**config.mk**
```make
export PLATFORM = sky130hd
export DESIGN_NAME = alu_issue_stage
export DESIGN_NICKNAME = d
export VERILOG_FILES = /design/src/rtl/alu_issue_stage.sv
export SDC_FILE = /design/constraint.sdc
export NUM_CORES = 1
export LEC_CHECK = 0
export BUFFER_PORTS_ARGS = -buffer_cell sky130_fd_sc_hd__clkbuf_2
export CAP_MARGIN = 20
export CORE_UTILIZATION = 44
export DETAILED_ROUTE_END_ITERATION = 16
export GPL_ROUTABILITY_DRIVEN = 0
export GPL_TIMING_DRIVEN = 0
export PLACE_DENSITY = 0.69
export SYNTH_ARGS = -nofsm -noshare
export SYNTH_HDL_FRONTEND = slang
export SYNTH_SLANG_ARGS = --single-unit
```
**constraint.sdc**
```tcl
create_clock -name clk_i -period 6.4 [get_ports clk_i]
set_clock_uncertainty 0.1 [all_clocks]
set_input_delay 0.96 -clock clk_i [delete_from_list [all_inputs] [get_ports clk_i]]
set_output_delay 0.96 -clock clk_i [all_outputs]
set_load 0.02 [all_outputs]
```
**src/rtl/alu_issue_stage.sv**
```systemverilog
// ALU issue register: decodes RV32 opcode/funct fields into a 3-bit ALU control code,
// selects operand 2, and holds results in a main entry plus one skid entry.
module alu_issue_stage #(
   parameter int XLEN = 32
) (
   input  logic            clk_i,
   input  logic            rst_i,
   input  logic            in_valid_i,
   output logic            in_ready_o,
   input  logic [31:0]     instr_i,
   input  logic [XLEN-1:0] rs1_data_i,
   input  logic [XLEN-1:0] rs2_data_i,
   input  logic            flush_i,
   output logic            out_valid_o,
   input  logic            out_ready_i,
   output logic [2:0]      ALUCtrl_o,
   output logic [XLEN-1:0] data1_o,
   output logic [XLEN-1:0] data2_o,
   output logic            illegal_o
);

   localparam logic [2:0] CTL_NOP = 3'b000;
   localparam logic [2:0] CTL_SUM = 3'b001;
   localparam logic [2:0] CTL_SUB = 3'b010;
   localparam logic [2:0] CTL_AND = 3'b011;
   localparam logic [2:0] CTL_OR  = 3'b100;
   localparam logic [2:0] CTL_XOR = 3'b101;
   localparam logic [2:0] CTL_MUL = 3'b110;

   localparam logic [6:0] OP_R      = 7'b0110011;
   localparam logic [6:0] OP_I      = 7'b0010011;
   localparam logic [6:0] OP_LOAD   = 7'b0000011;
   localparam logic [6:0] OP_STORE  = 7'b0100011;
   localparam logic [6:0] OP_BRANCH = 7'b1100011;

   typedef struct packed {
      logic [2:0]      ctrl;
      logic            ill;
      logic [XLEN-1:0] d1;
      logic [XLEN-1:0] d2;
   } entry_t;

   entry_t main_q, skid_q, dec;
   logic   main_valid, skid_valid;

   logic [6:0]      opcode;
   logic [2:0]      funct3;
   logic [6:0]      funct7;
   logic [XLEN-1:0] imm_i, imm_s;

   assign opcode = instr_i[6:0];
   assign funct3 = instr_i[14:12];
   assign funct7 = instr_i[31:25];
   assign imm_i  = {{(XLEN-12){instr_i[31]}}, instr_i[31:20]};
   assign imm_s  = {{(XLEN-12){instr_i[31]}}, instr_i[31:25], instr_i[11:7]};

   always_comb begin
      dec.ctrl = CTL_NOP;
      dec.ill  = 1'b0;
      dec.d1   = rs1_data_i;
      dec.d2   = rs2_data_i;
      case (opcode)
         OP_R: begin
            case ({funct7, funct3})
               {7'b0000000, 3'b000}: dec.ctrl = CTL_SUM;
               {7'b0000000, 3'b100}: dec.ctrl = CTL_XOR;
               {7'b0000000, 3'b110}: dec.ctrl = CTL_OR;
               {7'b0000000, 3'b111}: dec.ctrl = CTL_AND;
               {7'b0100000, 3'b000}: dec.ctrl = CTL_SUB;
               {7'b0000001, 3'b000}: dec.ctrl = CTL_MUL;
               default:              dec.ill  = 1'b1;
            endcase
         end
         OP_I: begin
            dec.d2 = imm_i;
            case (funct3)
               3'b000:  dec.ctrl = CTL_SUM;
               3'b100:  dec.ctrl = CTL_XOR;
               3'b110:  dec.ctrl = CTL_OR;
               3'b111:  dec.ctrl = CTL_AND;
               default: dec.ill  = 1'b1;
            endcase
         end
         OP_LOAD: begin
            dec.ctrl = CTL_SUM;
            dec.d2   = imm_i;
         end
         OP_STORE: begin
            dec.ctrl = CTL_SUM;
            dec.d2   = imm_s;
         end
         OP_BRANCH: dec.ctrl = CTL_SUB;
         default:   dec.ill  = 1'b1;
      endcase
   end

   logic xfer_in, xfer_out;
   assign xfer_in  = in_valid_i & in_ready_o;
   assign xfer_out = main_valid & out_ready_i;

   // Skid can only be full while main is full, so a drain always refills main from skid.
   always_ff @(posedge clk_i or posedge rst_i) begin
      if (rst_i) begin
         main_valid <= 1'b0;
         skid_valid <= 1'b0;
         main_q     <= '0;
         skid_q     <= '0;
      end else if (flush_i) begin
         main_valid <= 1'b0;
         skid_valid <= 1'b0;
      end else if (xfer_out && skid_valid) begin
         main_q     <= skid_q;
         skid_valid <= 1'b0;
      end else if (xfer_in && (!main_valid || xfer_out)) begin
         main_q     <= dec;
         main_valid <= 1'b1;
      end else if (xfer_in) begin
         skid_q     <= dec;
         skid_valid <= 1'b1;
      end else if (xfer_out) begin
         main_valid <= 1'b0;
      end
   end

   assign in_ready_o  = !skid_valid;
   assign out_valid_o = main_valid;
   assign ALUCtrl_o   = main_q.ctrl;
   assign data1_o     = main_q.d1;
   assign data2_o     = main_q.d2;
   assign illegal_o   = main_q.ill;

endmodule

```
==> results.cfg, run 1 <==
[run_status]
status = complete, no violations

[timing]
slew_headroom = 0.490
hold_viol_final = 0
finalMaxSlewViolations = 0
rsz0062_at_grt = no
finalSetupViolCount = 0
final.period_utilization = 0.379
fmax_mhz = 412
min_period_ns = 2.43
tightest_slew_ns = 0.765
setup_ws_ns = 3.97

[route]
wirelength_um = 17100
post_drt_wl_per_cell_um = 15.5
firstDrtPassIters = 5
top_layer_used = met4
dr_wl_met2_um = 7890
ant_nets = 0
first_iter_violations = 369
num_vias = 5788
route.met3.wl_um = 994
route.detailed.drc = 0
m1WireLength_um = 7980
viasPerCell = 5.25

[yosys]
ys_seq_area_frac = 0.551
synth_top_area_cell = dfrtp_1
netlist_instances = 725
synth_common_cells = nand2_1 (236), dfrtp_1 (138), nor2_1 (61), o21ai_0 (54), a21oi_1 (46)
syn-num-nets = 826
synth.area.top_cells = dfrtp_1 (55%), nand2_1 (14%), o21ai_0 (4.3%), a21oi_1 (3.7%), nor2_1 (3.7%)
synth_flop_cell = dfrtp_1
yosys_register_bits = 138
synth_top_area_frac = 0.551
synth_most_common_cell = nand2_1
syn_area_sq_mm = 0.00627
synthArstFlopShare = 1.00
yosysWarnings = 0
syn_avg_cell_area_sq_um = 8.65
synth_edf_count = 0
ys_types = 44

[layout]
utilization = 0.572
postLayoutCellArea_sq_mm = 0.00794
fin_nets = 1011
antenna_cells = 0
drive_above_1_share = 0.237
synthToLayoutAreaGrowth_pct = 26.7

[critical_path]
r2r_cells = 5
crit_type = in -> reg
r2r_end = data2_o[3]$_DFFE_PP0P_
crit_arrival_ns = 2.67
cp_slowest_stage_delay_ns = 0.62
crit_path_top_delay_cell = o221ai_1
critPathTopFamily = compound AO/OA/AOI/OAI gates
crit_chain = clkbuf_2 -> and2_1 -> o221ai_1 -> clkbuf_1 -> nand2_1 -> o211ai_1
required_ns = 6.64
cp_max_fo = 10
r2r_slack_ns = 4.16
critPathCaptureType = register
crit_buf_inv = 2
startpoint_type = primary input
r2r_start = out_valid_o$_DFFE_PP0P_

[die]
die_x_um = 121
design.core.area_sq_mm = 0.0139
fp-row-count = 43
ioPinCount = 171
start_util = 0.452
fp.dieArea_sq_mm = 0.0147
die_y_um = 121

[run]
cap_violations = 0

[pwr]
power_uw = 2700
ir_drop_v = 0.000206
p_leak_uw = 0.00390
powerDensity_mw_per_mm2 = 339

[placement]
io_buffers = 165
post-place-ws_ns = 3.53
placed_cell_area_sq_mm = 0.00735
dp_hpwl_um = 12100

[clock_tree]
cts_setup_buffers = 0
root_buffer = clkbuf_16
clk_latency_ns = 0.42
cts_sinks = 138
cts_buffers = 17
clockBufferDepth = 2
cts_resized = 0
path_clk_slew_ns = 0.06
cts_tree = yes
h-tree-depth = 4
ctsHoldBuffers = 0

[global_route]
grt_max_degree = 98
antenna_found_initial = 0
grt_pass1_vias = 5447
grt_pass1_wl_um = 27400
grt_usage = 0.244
overflow = 0

[worst_hold_path]
hold_start = skid_q[46]$_DFFE_PP0P_
whs_path_depth = 2
min_to = skid_q[46]$_DFFE_PP0P_
hold_path.class = reg -> reg
==> worst min-delay path, stage by stage, from the launching register on <==
cell     delay, ns
dfrtp_1       0.34
nand2_1       0.05
nand2_1       0.06
==> power by group <==
group	leakage [uW]	internal (uW)	switching, uW
Clock	0.000285	602	381
Sequential	0.00166	1070	108
Combinational	0.00196	196	336
==> layout make-up <==
class	instances	area [sq um]
Clock buffer	21	470
Sequential cell	138	3450
Inverter	11	46.3
Multi-Input combinational cell	524	2540
Tap cell	180	225
Clock inverter	11	120
Buffer	52	238
Fill cell	1311	5940
Timing Repair Buffer	166	853
==> placed cells by master (no fill, tap or decap), types with 3 or more instances in the layout <==
cell / instances
nand2_1: 236
clkbuf_16: 17
dfrtp_1: 138
clkbuf_8: 3
o21ai_0: 54
a221oi_1: 5
clkbuf_1: 37
inv_1: 10
clkinv_2: 4
nor4_1: 3
a31oi_1: 36
nor2_1: 61
o41ai_1: 5
clkbuf_2: 165
buf_2: 10
clkinvlp_4: 3
or3_1: 3
o211ai_1: 13
nor3_1: 4
nand3_1: 19
a21oi_1: 46
mux2i_1: 6
buf_6: 4
==> metrics by stage <==
step / cells / hold WS (ns) / setup TNS, ns
final: 1103 / 0.375 / 0
after global routing: 1103 / 0.392 / 0
after floorplan: 725 / 0.344 / 0
after detailed placement: 1071 / 0.362 / 0
after CTS: 1103 / 0.377 / 0
after global placement: 1070 / 0.357 / -2.92
==> logic make-up after synthesis <==
logic type      Yosys count  share of synthesized area
compound gates          177                      0.171
flops                   138                      0.551
simple gates            341                      0.224
buf+inv                  63                     0.0445
mux                       6                    0.00958
==> worst max path at each step <==
stage	start	end	slack (ns)	cells after the start
final	out_ready_i	data2_o[3]$_DFFE_PP0P_	3.97	6
after global placement	rst_i	skid_q[1]$_DFFE_PP0P_	-0.03	2
after CTS	out_ready_i	data2_o[3]$_DFFE_PP0P_	3.97	6
after global routing	out_ready_i	data2_o[4]$_DFFE_PP0P_	3.89	6
after detailed placement	out_ready_i	data2_o[3]$_DFFE_PP0P_	3.53	6
after floorplan	rst_i	ALUCtrl_o[0]$_DFFE_PP0P_	1.64	1
==> routing by layer <==
layer,track usage,vias to the layer above
met3,0.0536,18
met4,0.0787,0
met2,0.380,208
li1,-,2842
met5,0,-
met1,0.336,2720
==> state kept, by name, indices dropped and copies added (netlist names) <==
| signal | flops |
|---|---|
| ALUCtrl_o | 3 |
| illegal_o | 1 |
| skid_valid | 1 |
| data2_o | 32 |
| skid_q | 68 |
| out_valid_o | 1 |
| data1_o | 32 |
Power figures use the tool's default switching activity.
==> run 2, diff against run 1 <==
--- a/config.mk
+++ b/config.mk
@@ -11,7 +11,7 @@
 export DETAILED_ROUTE_END_ITERATION = 16
 export GPL_ROUTABILITY_DRIVEN = 0
 export GPL_TIMING_DRIVEN = 0
-export PLACE_DENSITY = 0.69
+export PLACE_DENSITY = 0.72
 export SYNTH_ARGS = -nofsm -noshare
 export SYNTH_HDL_FRONTEND = slang
 export SYNTH_SLANG_ARGS = --single-unit
==> constraint.sdc (replaced) <==
create_clock -name clk_i -period 2.1 [get_ports clk_i]
set_clock_uncertainty 0.1 [all_clocks]
set_input_delay 0.315 -clock clk_i [delete_from_list [all_inputs] [get_ports clk_i]]
set_output_delay 0.315 -clock clk_i [all_outputs]
set_load 0.02 [all_outputs]
==> run 2 against run 1 <==
Net effect: first-iteration DRC count down 0.81%; utilization grew 0.46 points; routed wire length grew 0.28%; total power rose to 3.0 times the previous value; sequential share of layout area fell by 0.35 points; die area is the same; clock-buffer cell count is 9 higher; critical path type is now reg -> reg; critical endpoint is now skid_q[58]$_DFFE_PP0P_; highest routed layer unchanged.
==> results.cfg, run 2 (synthesis results as in run 1) <==
[timing]
hold_viol_final = 0
slew_headroom = 0.470
min_period_ns = 1.99
fmax_mhz = 503
final.period_utilization = 0.947
finalSetupViolCount = 0
tightest_slew_ns = 0.794
finalMaxSlewViolations = 0
setup_ws_ns = 0.112

[critical_path]
r2r_cells = 8
critPathCaptureType = register
startpoint_type = register
r2r_slack_ns = 0.11
required_ns = 2.30
crit_type = reg -> reg
crit_arrival_ns = 2.19
cp_max_fo = 10

[worst_hold_path]
hold_path.class = in -> reg
whs_path_depth = 3

[global_route]
grt_pass1_vias = 5448
grt_max_degree = 41
grt_pass1_wl_um = 27500
grt_usage = 0.244
overflow = 0
antenna_found_initial = 0

[route]
wirelength_um = 17100
first_iter_violations = 366
post_drt_wl_per_cell_um = 15.5
route.detailed.drc = 0
num_vias = 5824
firstDrtPassIters = 5
ant_nets = 0
viasPerCell = 5.26

[die]
fp.dieArea_sq_mm = 0.0147
die_x_um = 121
start_util = 0.452
fp-row-count = 43
ioPinCount = 171
design.core.area_sq_mm = 0.0139
die_y_um = 121

[layout]
multi_input_area_sq_mm = 0.00255
fin_cells = 1107
utilization = 0.577
final_common_cell = nand2_1
layout_common_cells = nand2_1 (236), clkbuf_2 (182), dfrtp_1 (138)
antenna_cells = 0
synthToLayoutAreaGrowth_pct = 27.7
largest_reg_flops = 68
fillers = 1318
fin_nets = 1016
drive_above_1_share = 0.249
top_register = skid_q
postLayoutCellArea_sq_mm = 0.00801
seq_area_sq_mm = 0.00345

[pwr]
powerDensity_mw_per_mm2 = 1010
ir_drop_v = 0.000545
p_leak_uw = 0.00396

[clock_tree]
h-tree-depth = 4
path_clk_slew_ns = 0.05
cts_buffers = 17
clockBufferDepth = 2
cts_sinks = 138
root_buffer = clkbuf_16
clk_latency_ns = 0.41
cts_tree = yes
cts_setup_buffers = 0

[placement]
placed_cell_area_sq_mm = 0.00738
io_buffers = 165
post-place-ws_ns = -0.182
dp.cells = 1073
dp_hpwl_um = 12300

[run]
cap_violations = 0

[run_status]
status = complete, no violations
==> run 2: cell types whose count changed in the layout (fill, tap and decap cells not counted), sizes merged <==
cell,delta
dlygate4sd3,+3
clkbuf,+11
bufinv,-1
inv,-1
clkinvlp,-2
clkinv,-6
==> run 2: final cells by class <==
| type | instances | area share |
|---|---|---|
| Tap cell | 180 | 0.0281 |
| Clock inverter | 1 | 0.00375 |
| Inverter | 11 | 0.00563 |
| Timing Repair Buffer | 171 | 0.114 |
| Clock buffer | 30 | 0.0655 |
| Sequential cell | 138 | 0.431 |
| Multi-Input combinational cell | 524 | 0.319 |
| Buffer | 52 | 0.0327 |
==> run 2: worst max-delay path, cell delays in order, from the launching register on <==
cell      delay [ns]
dfrtp_1         0.35
buf_2           0.16
nand2b_4        0.16
or4b_1          0.45
buf_2           0.16
buf_2           0.20
buf_6           0.17
nand2_1         0.07
nand2_1         0.05
==> run 2: metal layers <==
layer / global-route usage / up-vias / part of all wire
li1: - / 2858 / -
met1: 0.344 / 2740 / 0.47
met2: 0.373 / 203 / 0.46
met3: 0.0446 / 23 / 0.056
met4: 0.0910 / 0 / 0.017
met5: 0 / - / 0
==> run 2: final timing paths <==
kind	startpoint	end
setup / recovery	skid_valid$_DFFE_PP0P_	skid_q[58]$_DFFE_PP0P_
hold / removal	rs1_data_i[1]	skid_q[33]$_DFFE_PP0P_
setup reg to reg	skid_valid$_DFFE_PP0P_	skid_q[58]$_DFFE_PP0P_
hold reg to reg	skid_q[55]$_DFFE_PP0P_	skid_q[55]$_DFFE_PP0P_
max in group asynchronous	rst_i	illegal_o$_DFFE_PP0P_
min in group asynchronous	rst_i	data1_o[3]$_DFFE_PP0P_
==> run 2: repair_timing <==
action / CTS / global route
resized for setup: 5 / 28
hold buffers: 3 / 0
setup endpoints to repair: 32 / 75
hold endpoints to repair: 35 / 0
==> run 2: metrics by stage <==
| stage | hold slack, ns | total power (uW) | TNS [ns] |
|---|---|---|---|
| 2_1_floorplan | 0.278 | 4620 | -4.98 |
| 3_3_place_gp | 0.357 | 5210 | -136.44 |
| 3_5_place_dp | 0.362 | 5280 | -3.22 |
| 4_1_cts | 0.000258 | 8110 | 0 |
| 5_1_grt | 0.000526 | 8500 | -0.000924 |
| 6_report | 0.0127 | 8070 | 0 |
==> run 2: report_power, final <==
group	leakage (uW)	internal, uW	switching [uW]
logic	0.00204	612	1030
clock network	0.000269	1780	1050
registers	0.00166	3270	322
total	0.00396	5670	2400
==> run 3, diff against run 2 <==
--- a/config.mk
+++ b/config.mk
@@ -7,11 +7,11 @@
 export LEC_CHECK = 0
 export BUFFER_PORTS_ARGS = -buffer_cell sky130_fd_sc_hd__clkbuf_2
 export CAP_MARGIN = 20
-export CORE_UTILIZATION = 44
+export CORE_UTILIZATION = 24
 export DETAILED_ROUTE_END_ITERATION = 16
 export GPL_ROUTABILITY_DRIVEN = 0
 export GPL_TIMING_DRIVEN = 0
-export PLACE_DENSITY = 0.72
+export SLEW_MARGIN = 25
 export SYNTH_ARGS = -nofsm -noshare
 export SYNTH_HDL_FRONTEND = slang
 export SYNTH_SLANG_ARGS = --single-unit
==> run 3 against run 2 <==
Net effect: via count rose by 0.36%; combinational power grew 2%; total power is 6.0% higher; die area up 82%; cell area is 4.0% higher; sequential share of layout area down 1.6 points; routed wire length grew 19%; largest cell class unchanged.
==> results.cfg, run 3 (synthesis results as in run 1) <==
[route]
post_drt_wl_per_cell_um = 16.2
route.detailed.drc = 0
first_iter_violations = 318
ant_nets = 0
firstDrtPassIters = 5
wirelength_um = 20400
viasPerCell = 4.64
num_vias = 5845

[critical_path]
crit_chain = buf_2 -> nand2b_4 -> or4b_1 -> buf_4 -> a31oi_4 -> buf_6 -> a21oi_1
crit_arrival_ns = 2.22
cp_max_fo = 10
cp_slowest_stage_delay_ns = 0.47
r2r_end = skid_q[27]$_DFFE_PP0P_
r2r_start = skid_valid$_DFFE_PP0P_
critPathCaptureType = register
required_ns = 2.29
r2r_slack_ns = 0.07
crit_path_top_delay_cell = or4b_1
startpoint_type = register
r2r_cells = 7
crit_type = reg -> reg

[layout]
seq_area_sq_mm = 0.00345
utilization = 0.328
final_common_cell = nand2_1
largest_reg_flops = 68
top_register = skid_q
layout_common_cells = nand2_1 (235), clkbuf_2 (184), dfrtp_1 (137)
drive_above_1_share = 0.264
synthToLayoutAreaGrowth_pct = 32.8
multi_input_area_sq_mm = 0.00255
fillers = 2724
antenna_cells = 0
fin_nets = 1017

[clock_tree]
clockBufferDepth = 2
cts_tree = yes
path_clk_slew_ns = 0.06
root_buffer = clkbuf_16
cts_buffers = 17
cts_setup_buffers = 0
clk_latency_ns = 0.41
cts_sinks = 138
h-tree-depth = 4

[pwr]
seq_power_share = 0.421
p_leak_uw = 0.00403
netSwitchingFraction = 0.307
p_switching_uw = 2630
power_frac_comb = 0.197
ir_drop_v = 0.000482
clkPwrFrac = 0.382
powerDensity_mw_per_mm2 = 1030
p_int_uw = 5920
power_uw = 8550

[die]
fp-row-count = 58
fp.dieArea_sq_mm = 0.0268
die_x_um = 164
design.core.area_sq_mm = 0.0254
start_util = 0.247
die_y_um = 164
ioPinCount = 171

[global_route]
grt_pass1_vias = 5769
grt_usage = 0.155
grt_max_degree = 30
antenna_found_initial = 0
overflow = 0
grt_pass1_wl_um = 31700

[run_status]
status = complete, no violations

[timing]
finalMaxSlewViolations = 0
fmax_mhz = 493
rsz0062_at_grt = yes
final.period_utilization = 0.965
finalSetupViolCount = 0
min_period_ns = 2.03
whs_ns = 0.0146
setup_ws_ns = 0.0734
tightest_slew_ns = 0.583
slew_headroom = 0.611
hold_viol_final = 0

[run]
cap_violations = 0

[worst_hold_path]
min_to = skid_q[55]$_DFFE_PP0P_
hold_path.class = in -> reg
whs_path_depth = 3
hold_start = rs1_data_i[23]

[placement]
post-place-ws_ns = -0.426
io_buffers = 165
dp_hpwl_um = 15100
[run 3: worst max path at each step]
stage	cells past startpoint	start	endpoint	slack (ns)
after floorplan	1	rst_i	ALUCtrl_o[0]$_DFFE_PP0P_	-0.04
after global placement	2	rst_i	skid_q[16]$_DFFE_PP0P_	-1.08
after detailed placement	5	out_valid_o$_DFFE_PP0P_	data2_o[1]$_DFFE_PP0P_	-0.43
after CTS	6	out_valid_o$_DFFE_PP0P_	data1_o[4]$_DFFE_PP0P_	0.005
after global routing	8	skid_valid$_DFFE_PP0P_	skid_q[52]$_DFFE_PP0P_	-0.02
final	7	skid_valid$_DFFE_PP0P_	skid_q[27]$_DFFE_PP0P_	0.07
[run 3: metal layers]
layer,vias up,part of all wire,global-route usage
li1,2852,-,-
met4,0,0.0067,0.0311
met3,17,0.063,0.0406
met1,2797,0.47,0.211
met5,-,0,0
met2,179,0.46,0.248
[run 3: cell type report]
class / instances / share of cell area
Clock inverter: 13 / 0.0227
Sequential cell: 138 / 0.415
Multi-Input combinational cell: 524 / 0.307
Inverter: 11 / 0.00541
Tap cell: 330 / 0.0496
Clock buffer: 19 / 0.0532
Buffer: 52 / 0.0329
Timing Repair Buffer: 172 / 0.115
[run 3: stage by stage]
stage               TNS [ns]  std cells  instance area, sq um
floorplan              -4.98        725                  6270
global placement     -154.19       1220                  7510
detailed placement     -8.90       1225                  7620
CTS                        0       1259                  8300
global route          -0.399       1259                  8330
finish                     0       1259                  8330
[run 3: what timing repair did]
| item | CTS | global route |
|---|---|---|
| resized for setup | 16 | 17 |
| endpoints found under the setup margin | 57 | 97 |
| hold buffers | 2 | 0 |
| hold endpoints to repair | 16 | 0 |
[run 3: power groups by stage]
stage          combinational [uW]  sequential, uW  clock (uW)
4_1_cts                      1710            3600        3350
6_report                     1680            3600        3270
3_5_place_dp                 1690            3650           0
3_3_place_gp                 1630            3620           0
5_1_grt                      1880            3670        3450
2_1_floorplan                 705            3920           0
[run 3: worst max-delay path, delay by kind of cell (launching register included)]
family,cells,cell delay [ns]
flops,1,0.35
compound gates,2,0.29
buf+inv,3,0.52
simple gates,2,0.64
